$ cat config.mk
export PLATFORM = sky130hd
export DESIGN_NAME = hazard_stall_ctrl
export DESIGN_NICKNAME = d
export VERILOG_FILES = /design/src/rtl/hazard_stall_ctrl.sv
export SDC_FILE = /design/constraint.sdc
export NUM_CORES = 1
export LEC_CHECK = 0
export BUFFER_PORTS_ARGS = -buffer_cell sky130_fd_sc_hd__buf_2
export CAP_MARGIN = 20
export CORE_AREA = 2 2 106 210
export DETAILED_ROUTE_END_ITERATION = 7
export DIE_AREA = 0 0 108 212
export SYNTH_ARGS = -nofsm -noshare
export SYNTH_HDL_FRONTEND = slang
export SYNTH_SLANG_ARGS = --single-unit
$ cat constraint.sdc
create_clock -name muxClockCache -period 9.9 [get_ports muxClockCache]
set_input_delay 1.98 -clock muxClockCache [delete_from_list [all_inputs] [get_ports muxClockCache]]
set_output_delay 1.98 -clock muxClockCache [all_outputs]
set_load 0.01 [all_outputs]
$ cat src/rtl/hazard_stall_ctrl.sv
// hazard_stall_ctrl: per-stage enable/flush/bubble control for the 5-stage RV32 pipeline,
// with load-use bubbles, cache-miss freeze, MEM redirect flush and performance counters.
module hazard_stall_ctrl #(
    parameter int REG_AW            = 5,
    parameter int LOAD_STALL_CYCLES = 1,
    parameter int CNT_W             = 32,
    parameter int MISS_TIMEOUT      = 1024
) (
    input  logic              muxClockCache,
    input  logic              reset,
    input  logic [REG_AW-1:0] rs1_id,
    input  logic [REG_AW-1:0] rs2_id,
    input  logic              use_rs1_id,
    input  logic              use_rs2_id,
    input  logic [REG_AW-1:0] rd_ex,
    input  logic              lw_ex,
    input  logic              escreg_ex,
    input  logic              redirect_mem,
    input  logic              inst_hit,
    input  logic              data_req,
    input  logic              data_hit,
    input  logic              perf_clr,
    output logic              en_pc,
    output logic              en_if_id,
    output logic              en_id_ex,
    output logic              en_ex_mem,
    output logic              en_mem_wb,
    output logic              bubble_id_ex,
    output logic              flush_if_id,
    output logic              flush_id_ex,
    output logic              flush_ex_mem,
    output logic [CNT_W-1:0]  cyc_cnt,
    output logic [CNT_W-1:0]  lstall_cnt,
    output logic [CNT_W-1:0]  freeze_cnt,
    output logic [CNT_W-1:0]  flush_cnt,
    output logic              miss_timeout
);
    localparam logic [0:0] RUN    = 1'b0;
    localparam logic [0:0] LSTALL = 1'b1;
    localparam int TW = $clog2(MISS_TIMEOUT + 1);

    logic [0:0]    state;
    logic [1:0]    rem;
    logic [TW-1:0] missRun;
    logic          freeze, hazard, stallNow, redirectNow;

    assign freeze = !inst_hit || (data_req && !data_hit);
    assign hazard = lw_ex && escreg_ex && (rd_ex != '0) &&
                    ((use_rs1_id && rs1_id == rd_ex) || (use_rs2_id && rs2_id == rd_ex));
    assign redirectNow = !freeze && redirect_mem;
    assign stallNow = !freeze && !redirect_mem && (state == LSTALL || hazard);

    assign en_pc        = !freeze && !stallNow;
    assign en_if_id     = !freeze && !stallNow;
    assign en_id_ex     = !freeze;
    assign en_ex_mem    = !freeze;
    assign en_mem_wb    = !freeze;
    assign bubble_id_ex = stallNow;
    assign flush_if_id  = redirectNow;
    assign flush_id_ex  = redirectNow;
    assign flush_ex_mem = redirectNow;

    // The hazard is only sampled in RUN; LSTALL just counts down the remaining bubbles.
    always_ff @(posedge muxClockCache or posedge reset)
        if (reset) begin
            state <= RUN;
            rem   <= '0;
        end else if (!freeze) begin
            if (redirect_mem) begin
                state <= RUN;
                rem   <= '0;
            end else if (state == LSTALL) begin
                rem   <= rem - 2'd1;
                state <= (rem == 2'd1) ? RUN : LSTALL;
            end else if (hazard && LOAD_STALL_CYCLES > 1) begin
                state <= LSTALL;
                rem   <= 2'(LOAD_STALL_CYCLES - 1);
            end
        end

    always_ff @(posedge muxClockCache or posedge reset)
        if (reset) begin
            cyc_cnt    <= '0;
            lstall_cnt <= '0;
            freeze_cnt <= '0;
            flush_cnt  <= '0;
        end else if (perf_clr) begin
            cyc_cnt    <= '0;
            lstall_cnt <= '0;
            freeze_cnt <= '0;
            flush_cnt  <= '0;
        end else begin
            cyc_cnt    <= cyc_cnt + CNT_W'(cyc_cnt != '1);
            lstall_cnt <= lstall_cnt + CNT_W'(stallNow && lstall_cnt != '1);
            freeze_cnt <= freeze_cnt + CNT_W'(freeze && freeze_cnt != '1);
            flush_cnt  <= flush_cnt + CNT_W'(redirectNow && flush_cnt != '1);
        end

    // The flag sets on the edge where the consecutive-freeze count reaches MISS_TIMEOUT.
    always_ff @(posedge muxClockCache or posedge reset)
        if (reset) begin
            missRun     <= '0;
            miss_timeout <= 1'b0;
        end else begin
            missRun      <= !freeze ? '0 : (missRun == TW'(MISS_TIMEOUT)) ? missRun : missRun + 1'b1;
            miss_timeout <= miss_timeout || (freeze && missRun == TW'(MISS_TIMEOUT - 1));
        end
endmodule

After elaboration in Yosys (flattened, before gate mapping):

Index checks and enable logic that the tools add are counted.

* flip-flop bits (word level): 143
* bits of input ports: 26
* output and inout bits: 138
* word-level logic and storage cells: 62

* add/sub/neg operators: 6
* equality and inequality tests: 10
* multiplexer cells: 11
* bitwise logic cells: 1
* reduce and logical (&&, ||, !) cells: 26

Operator list (number)
* $add A32 B1 Y32: 4
* $mux W32: 4
* $ne A32 B32 Y1 const B: 4
* $mux W11: 2
* $logic_and A1 B1 Y1: 14
* $add A11 B1 Y11 const B: 1
* $eq A11 B10 Y1 const B: 1
* $eq A11 B11 Y1 const B: 1
* $eq A5 B5 Y1: 2
* $logic_not A1 Y1: 5
* $reduce_bool A5 Y1: 1
* $logic_or A1 B1 Y1: 4
* $mux W2: 2
* $mux W1: 3
* $eq A2 B1 Y1 const B: 1
* $ne A2 B2 Y1 const B: 1
* $reduce_and A2 Y1: 1
* $reduce_bool A2 Y1: 1
* $sub A2 B1 Y2 const B: 1
* $not A1 Y1: 1

Longest topological paths before layout:

* word-level depth: 9
* gate-level depth with buffers: 13
* depth with buffers taken out: 12

Worst setup path before layout:

Ideal clock, no wire load.

* path type: input port to output port
* start: in data_req
* end: out en_pc
* data arrival time: 3.253 ns
* required time: 7.920 ns
* slack: 4.667 ns
* stages: 6
* buffers on the path: 1
* path through: inv_1 > o21ai_1 > or4_1 > o21ai_1 > nor2_1 > buf_4

* word-level cells in the longest chain between the ends: 7

Ends and longest elaborated chain
* start, declared: line 20 `input logic data_req,`
* $logic_and A1 B1 Y1: line 47 `assign freeze = !inst_hit || (data_req && !data_hit);`
* $logic_or A1 B1 Y1: line 47
* $logic_not A1 Y1
* $logic_and A1 B1 Y1 (2 in series): line 51 `assign stallNow = !freeze && !redirect_mem && (state == LSTALL || hazard);`
* via bubble_id_ex: line 28 `output logic bubble_id_ex,`
* $logic_not A1 Y1
* $logic_and A1 B1 Y1
* end, declared: line 23 `output logic en_pc,`

The timed path passes the listed nets, and every way through them passes these cells.

Final worst setup path:

* start: in data_req
* end: out en_pc

* word-level cells in the longest chain between the ends: 7

Ends and longest elaborated chain
* $logic_and A1 B1 Y1 *: line 47
* $logic_or A1 B1 Y1 *: line 47
* $logic_not A1 Y1 *
* $logic_and A1 B1 Y1 (2 in series): line 51
* $logic_not A1 Y1: line 53 `assign en_pc = !freeze && !stallNow;`
* $logic_and A1 B1 Y1 *: line 53

Mark *: on every way between the ends. The rest lies on a longest branch, timed or not.

==> flow_summary.html <==
<table>
<tr><th>Metric</th><th>Value</th></tr>
<tr><th colspan="2">Routing</th></tr>
<tr><td>Drt pass-1 iters</td><td>5</td></tr>
<tr><td>Total via count after detailed routing</td><td>6104</td></tr>
<tr><td>Wirelength, routed</td><td>approximately 19000 um</td></tr>
<tr><td>Drt wl/cell</td><td>between 15 and 20 um</td></tr>
<tr><td>Residual DRC count</td><td>0</td></tr>
<tr><td>Detail Route Antenna Nets</td><td>0</td></tr>
<tr><td>DRT iter0 DRCs</td><td>around 190</td></tr>
<tr><td>Vias per cell</td><td>between 5 and 6</td></tr>
<tr><th colspan="2">CTS</th></tr>
<tr><td>Number of CTS-inserted buffers</td><td>17</td></tr>
<tr><td>CTS HTree Levels</td><td>4</td></tr>
<tr><td>Number of hold buffers added after CTS</td><td>0</td></tr>
<tr><td>Maximum buffer depth of the clock tree</td><td>2</td></tr>
<tr><td>TritonCTS clock tree</td><td>yes</td></tr>
<tr><td>Clock transition at the register clock pins on the worst setup and hold paths after CTS</td><td>60 ps</td></tr>
<tr><td>Post-cts resize count</td><td>0</td></tr>
<tr><td>Total setup buffers inserted after CTS</td><td>0</td></tr>
<tr><td>Clock latency on the worst-skew pair</td><td>420 ps</td></tr>
<tr><td>Clock root cell</td><td>sky130_fd_sc_hd__clkbuf_16</td></tr>
<tr><td>Number of sinks handled by clock tree synthesis</td><td>about 140</td></tr>
<tr><th colspan="2">Floorplanning</th></tr>
<tr><td>Starting utilization of the core area</td><td>34.3%</td></tr>
<tr><td># IOs</td><td>roughly 160</td></tr>
<tr><td>Die Wd</td><td>around 110 um</td></tr>
<tr><td>Number of placement rows</td><td>76</td></tr>
<tr><td>Area of the core</td><td>21400 sq um</td></tr>
<tr><td>Die height</td><td>212 um</td></tr>
<tr><td>Die area</td><td>22900 sq um</td></tr>
<tr><th colspan="2">Final layout</th></tr>
<tr><td>Number of antenna diodes</td><td>0</td></tr>
<tr><td>Synthesis-to-layout area growth</td><td>22.2%</td></tr>
<tr><td>Final nets</td><td>955</td></tr>
<tr><td>Layout cells sized above 1</td><td>23.5%</td></tr>
<tr><td>Cell area after layout</td><td>around 9000 sq um</td></tr>
<tr><td>Commonest cells after routing, fill and taps aside</td><td>sky130_fd_sc_hd__buf_2, sky130_fd_sc_hd__dfrtp_1, sky130_fd_sc_hd__nor2_1</td></tr>
<tr><td>Most frequent standard cell in the layout excluding fill and tap cells</td><td>sky130_fd_sc_hd__buf_2</td></tr>
<tr><th colspan="2">Worst setup path</th></tr>
<tr><td>Family of cells with the greatest summed delay on the critical path</td><td>simple AND/OR/NAND/NOR gates</td></tr>
<tr><td>Cell breakdown of the critical path</td><td>buf_2 -&gt; inv_1 -&gt; o21ai_1 -&gt; or4_1 -&gt; o21ai_1 -&gt; nor2_1 -&gt; buf_2</td></tr>
<tr><td>Crit path max fanout</td><td>7</td></tr>
<tr><td>Buf/Inv on CP</td><td>3</td></tr>
<tr><td>Critical path type</td><td>in2out</td></tr>
<tr><td>Type of element launching the critical path</td><td>input port</td></tr>
<tr><td>Slack of the worst reg-to-reg path</td><td>between 6000 and 7000 ps</td></tr>
<tr><td>Critical path arrival</td><td>~3400 ps</td></tr>
<tr><td>Endpoint type of the worst setup path</td><td>output port</td></tr>
<tr><td>CP peak stage delay</td><td>540 ps</td></tr>
<tr><td>Slowest cell on crit path</td><td>sky130_fd_sc_hd__or4_1</td></tr>
<tr><td>Required arrival time at the worst endpoint</td><td>just under 8000 ps</td></tr>
<tr><th colspan="2">Power</th></tr>
<tr><td>Leakage</td><td>~4.1 nW</td></tr>
<tr><td>Worst IR Drop VDD</td><td>slightly below 0.09 mV</td></tr>
<tr><td>Power density over cell area</td><td>145 nW/um^2</td></tr>
<tr><th colspan="2">Synth</th></tr>
<tr><td>Yosys warning count</td><td>0</td></tr>
<tr><td>Post-synthesis register bit count</td><td>roughly 140</td></tr>
<tr><td>Synth Instances</td><td>762</td></tr>
<tr><td>Post-Syn Area</td><td>about 7300 sq um</td></tr>
<tr><td>Yosys top cell area share</td><td>around half</td></tr>
<tr><td>Count of cell types in the netlist</td><td>50</td></tr>
<tr><td>Number of nets in the synthesized netlist</td><td>about 800</td></tr>
<tr><td>Post-synthesis async set-or-reset flop share</td><td>100%</td></tr>
<tr><td>Most used DFF post-synth</td><td>sky130_fd_sc_hd__dfrtp_1</td></tr>
<tr><td>Mean instance size in the synthesized netlist</td><td>just under 10 sq um</td></tr>
<tr><td>Number of enable flip-flop cells after synthesis</td><td>0</td></tr>
<tr><td>Post-synth top area cell</td><td>sky130_fd_sc_hd__dfrtp_1</td></tr>
<tr><td>Top area cells in the synthesized netlist</td><td>sky130_fd_sc_hd__dfrtp_1, sky130_fd_sc_hd__xor2_1, sky130_fd_sc_hd__xnor2_1</td></tr>
<tr><td>Sequential fraction of the synthesis area</td><td>between 40% and 50%</td></tr>
<tr><th colspan="2">Place</th></tr>
<tr><td>Placed Instance Area</td><td>approximately 8400 sq um</td></tr>
<tr><td>Count of buffers inserted at the top-level ports</td><td>~160</td></tr>
<tr><td>Final weighted congestion in routability-driven placement</td><td>0.818</td></tr>
<tr><td>Hpwl dp</td><td>roughly 13000 um</td></tr>
<tr><th colspan="2">Global route</th></tr>
<tr><td>Number of global-route vias before repair</td><td>roughly 6200</td></tr>
<tr><td>Maximum number of pins on one net before global-route repair</td><td>74</td></tr>
<tr><td>Global-route wire length before repair</td><td>around 30000 um</td></tr>
<tr><td>Total routing resource utilization after global routing</td><td>about 17%</td></tr>
<tr><td>Grt ovf</td><td>0</td></tr>
<tr><td>Met2 capacity usage during global routing</td><td>between 30% and 40%</td></tr>
<tr><td>Layer with the highest usage after global routing</td><td>met2</td></tr>
<tr><td>Met3 Resource Use GR</td><td>3.89%</td></tr>
<tr><td>Met1 track utilization from global routing</td><td>17.9%</td></tr>
<tr><td>Initial antenna violation count</td><td>0</td></tr>
<tr><th colspan="2">STA</th></tr>
<tr><td>Final hold violation count</td><td>0</td></tr>
<tr><td>RSZ-0062 raised after global routing</td><td>no</td></tr>
<tr><td>Max-slew violation total from the final report</td><td>0</td></tr>
<tr><td>Final total negative setup slack</td><td>0 ps</td></tr>
<tr><td>Largest clock skew in the final design</td><td>8.11 ps</td></tr>
<tr><td>Transition time at the pin with the least slew margin</td><td>between 900 and 1000 ps</td></tr>
<tr><td>Tcrit/Tclk final</td><td>between 50% and 60%</td></tr>
<tr><td>Minimum clock period after layout</td><td>between 5000 and 6000 ps</td></tr>
<tr><td>Max-slew headroom</td><td>37.1%</td></tr>
<tr><td>Final-report setup violation count</td><td>0</td></tr>
<tr><td>Fmax achieved</td><td>187 MHz</td></tr>
<tr><th colspan="2">Job</th></tr>
<tr><td>Max-cap violations</td><td>0</td></tr>
<tr><th colspan="2">Status</th></tr>
<tr><td>Run status</td><td>complete, no violations</td></tr>
<tr><th colspan="2">Worst hold path</th></tr>
<tr><td>Type of the tightest min-delay check</td><td>reg2reg</td></tr>
</table>
routing by layer:
metal	up-vias	wire [um]
met4	0	623
li1	2918	-
met2	159	10300
met3	38	886
met1	2989	7090
met5	-	0
worst register-to-register path: stages, from the launching register on:
cell,delay [ps]
sky130_fd_sc_hd__dfrtp_1,440
sky130_fd_sc_hd__and4_1,290
sky130_fd_sc_hd__and3_1,210
sky130_fd_sc_hd__and3_1,180
sky130_fd_sc_hd__a31oi_1,180
sky130_fd_sc_hd__ha_1,220
sky130_fd_sc_hd__ha_1,190
sky130_fd_sc_hd__nand3_1,450
sky130_fd_sc_hd__nor3_1,620
sky130_fd_sc_hd__nand4_1,190
sky130_fd_sc_hd__xor2_1,160
sky130_fd_sc_hd__nor2_1,50
cell families after synthesis:
logic type	share of synthesized area, %
compound gates	2.95
xor+xnor	15.1
mux	0.290
fa+ha+maj	1.87
buf+inv	3.00
simple gates	28.0
flops	48.7
power breakdown:
part	switching, mW	internal (mW)
Combinational	0.0406	0.0196
Clock	0.250	0.388
Sequential	0.00757	0.591
metrics by stage:
stage	hold slack [ps]	std cells	power (mW)	utilization (%)	setup WS, ps
after floorplan	493	762	0.648	-	4080
after global placement	441	1172	0.671	39.2	4560
after detailed placement	451	1172	0.671	39.2	4530
after CTS	464	1203	1.32	41.9	4530
after global routing	480	1203	1.35	41.9	4380
final	454	1203	1.30	41.9	4540
worst paths after layout:
kind	from	to	depth (start not counted)
worst max-delay path	data_req	en_pc	7
worst min-delay path	miss_timeout	miss_timeout	1
worst max register to register	freeze_cnt[9]	freeze_cnt[12]	11
worst min register to register	miss_timeout	miss_timeout	1
max in group asynchronous	reset	missRun[7]	3
min in group asynchronous	reset	lstall_cnt[11]	2
Yosys cell counts (2+ instances only):
cell / count
sky130_fd_sc_hd__inv_1: 22
sky130_fd_sc_hd__nor2_2: 3
sky130_fd_sc_hd__ha_1: 11
sky130_fd_sc_hd__o21ai_1: 2
sky130_fd_sc_hd__o21ai_0: 12
sky130_fd_sc_hd__a21o_1: 2
sky130_fd_sc_hd__nor4_2: 6
sky130_fd_sc_hd__buf_4: 5
sky130_fd_sc_hd__xnor2_1: 62
sky130_fd_sc_hd__nor2_1: 132
sky130_fd_sc_hd__buf_1: 3
sky130_fd_sc_hd__nand2_1: 42
sky130_fd_sc_hd__or4_1: 3
sky130_fd_sc_hd__and2_1: 8
sky130_fd_sc_hd__or3_1: 12
sky130_fd_sc_hd__nor4_1: 16
sky130_fd_sc_hd__nor3_1: 26
sky130_fd_sc_hd__nand4_1: 36
sky130_fd_sc_hd__and3_1: 14
sky130_fd_sc_hd__nor2b_1: 8
sky130_fd_sc_hd__nor3_2: 8
sky130_fd_sc_hd__buf_2: 2
sky130_fd_sc_hd__dfrtp_1: 143
sky130_fd_sc_hd__and4_1: 15
sky130_fd_sc_hd__clkbuf_1: 17
sky130_fd_sc_hd__xor2_1: 65
sky130_fd_sc_hd__nand4b_1: 2
sky130_fd_sc_hd__nand3_1: 50
sky130_fd_sc_hd__a21oi_1: 14
layout make-up:
type / instances / area (sq um)
Multi-Input combinational cell: 568 / 3550
Tap cell: 273 / 342
Fill cell: 2166 / 12400
Clock inverter: 10 / 113
Inverter: 23 / 91.3
Sequential cell: 143 / 3580
Timing Repair Buffer: 165 / 833
Clock buffer: 21 / 470
state kept, by name (all words and copies together) (netlist names):
signal	cells
cyc_cnt	32
flush_cnt	32
freeze_cnt	32
lstall_cnt	32
missRun	11
rem	2
miss_timeout	1
state	1
Power figures use the tool's default switching activity.
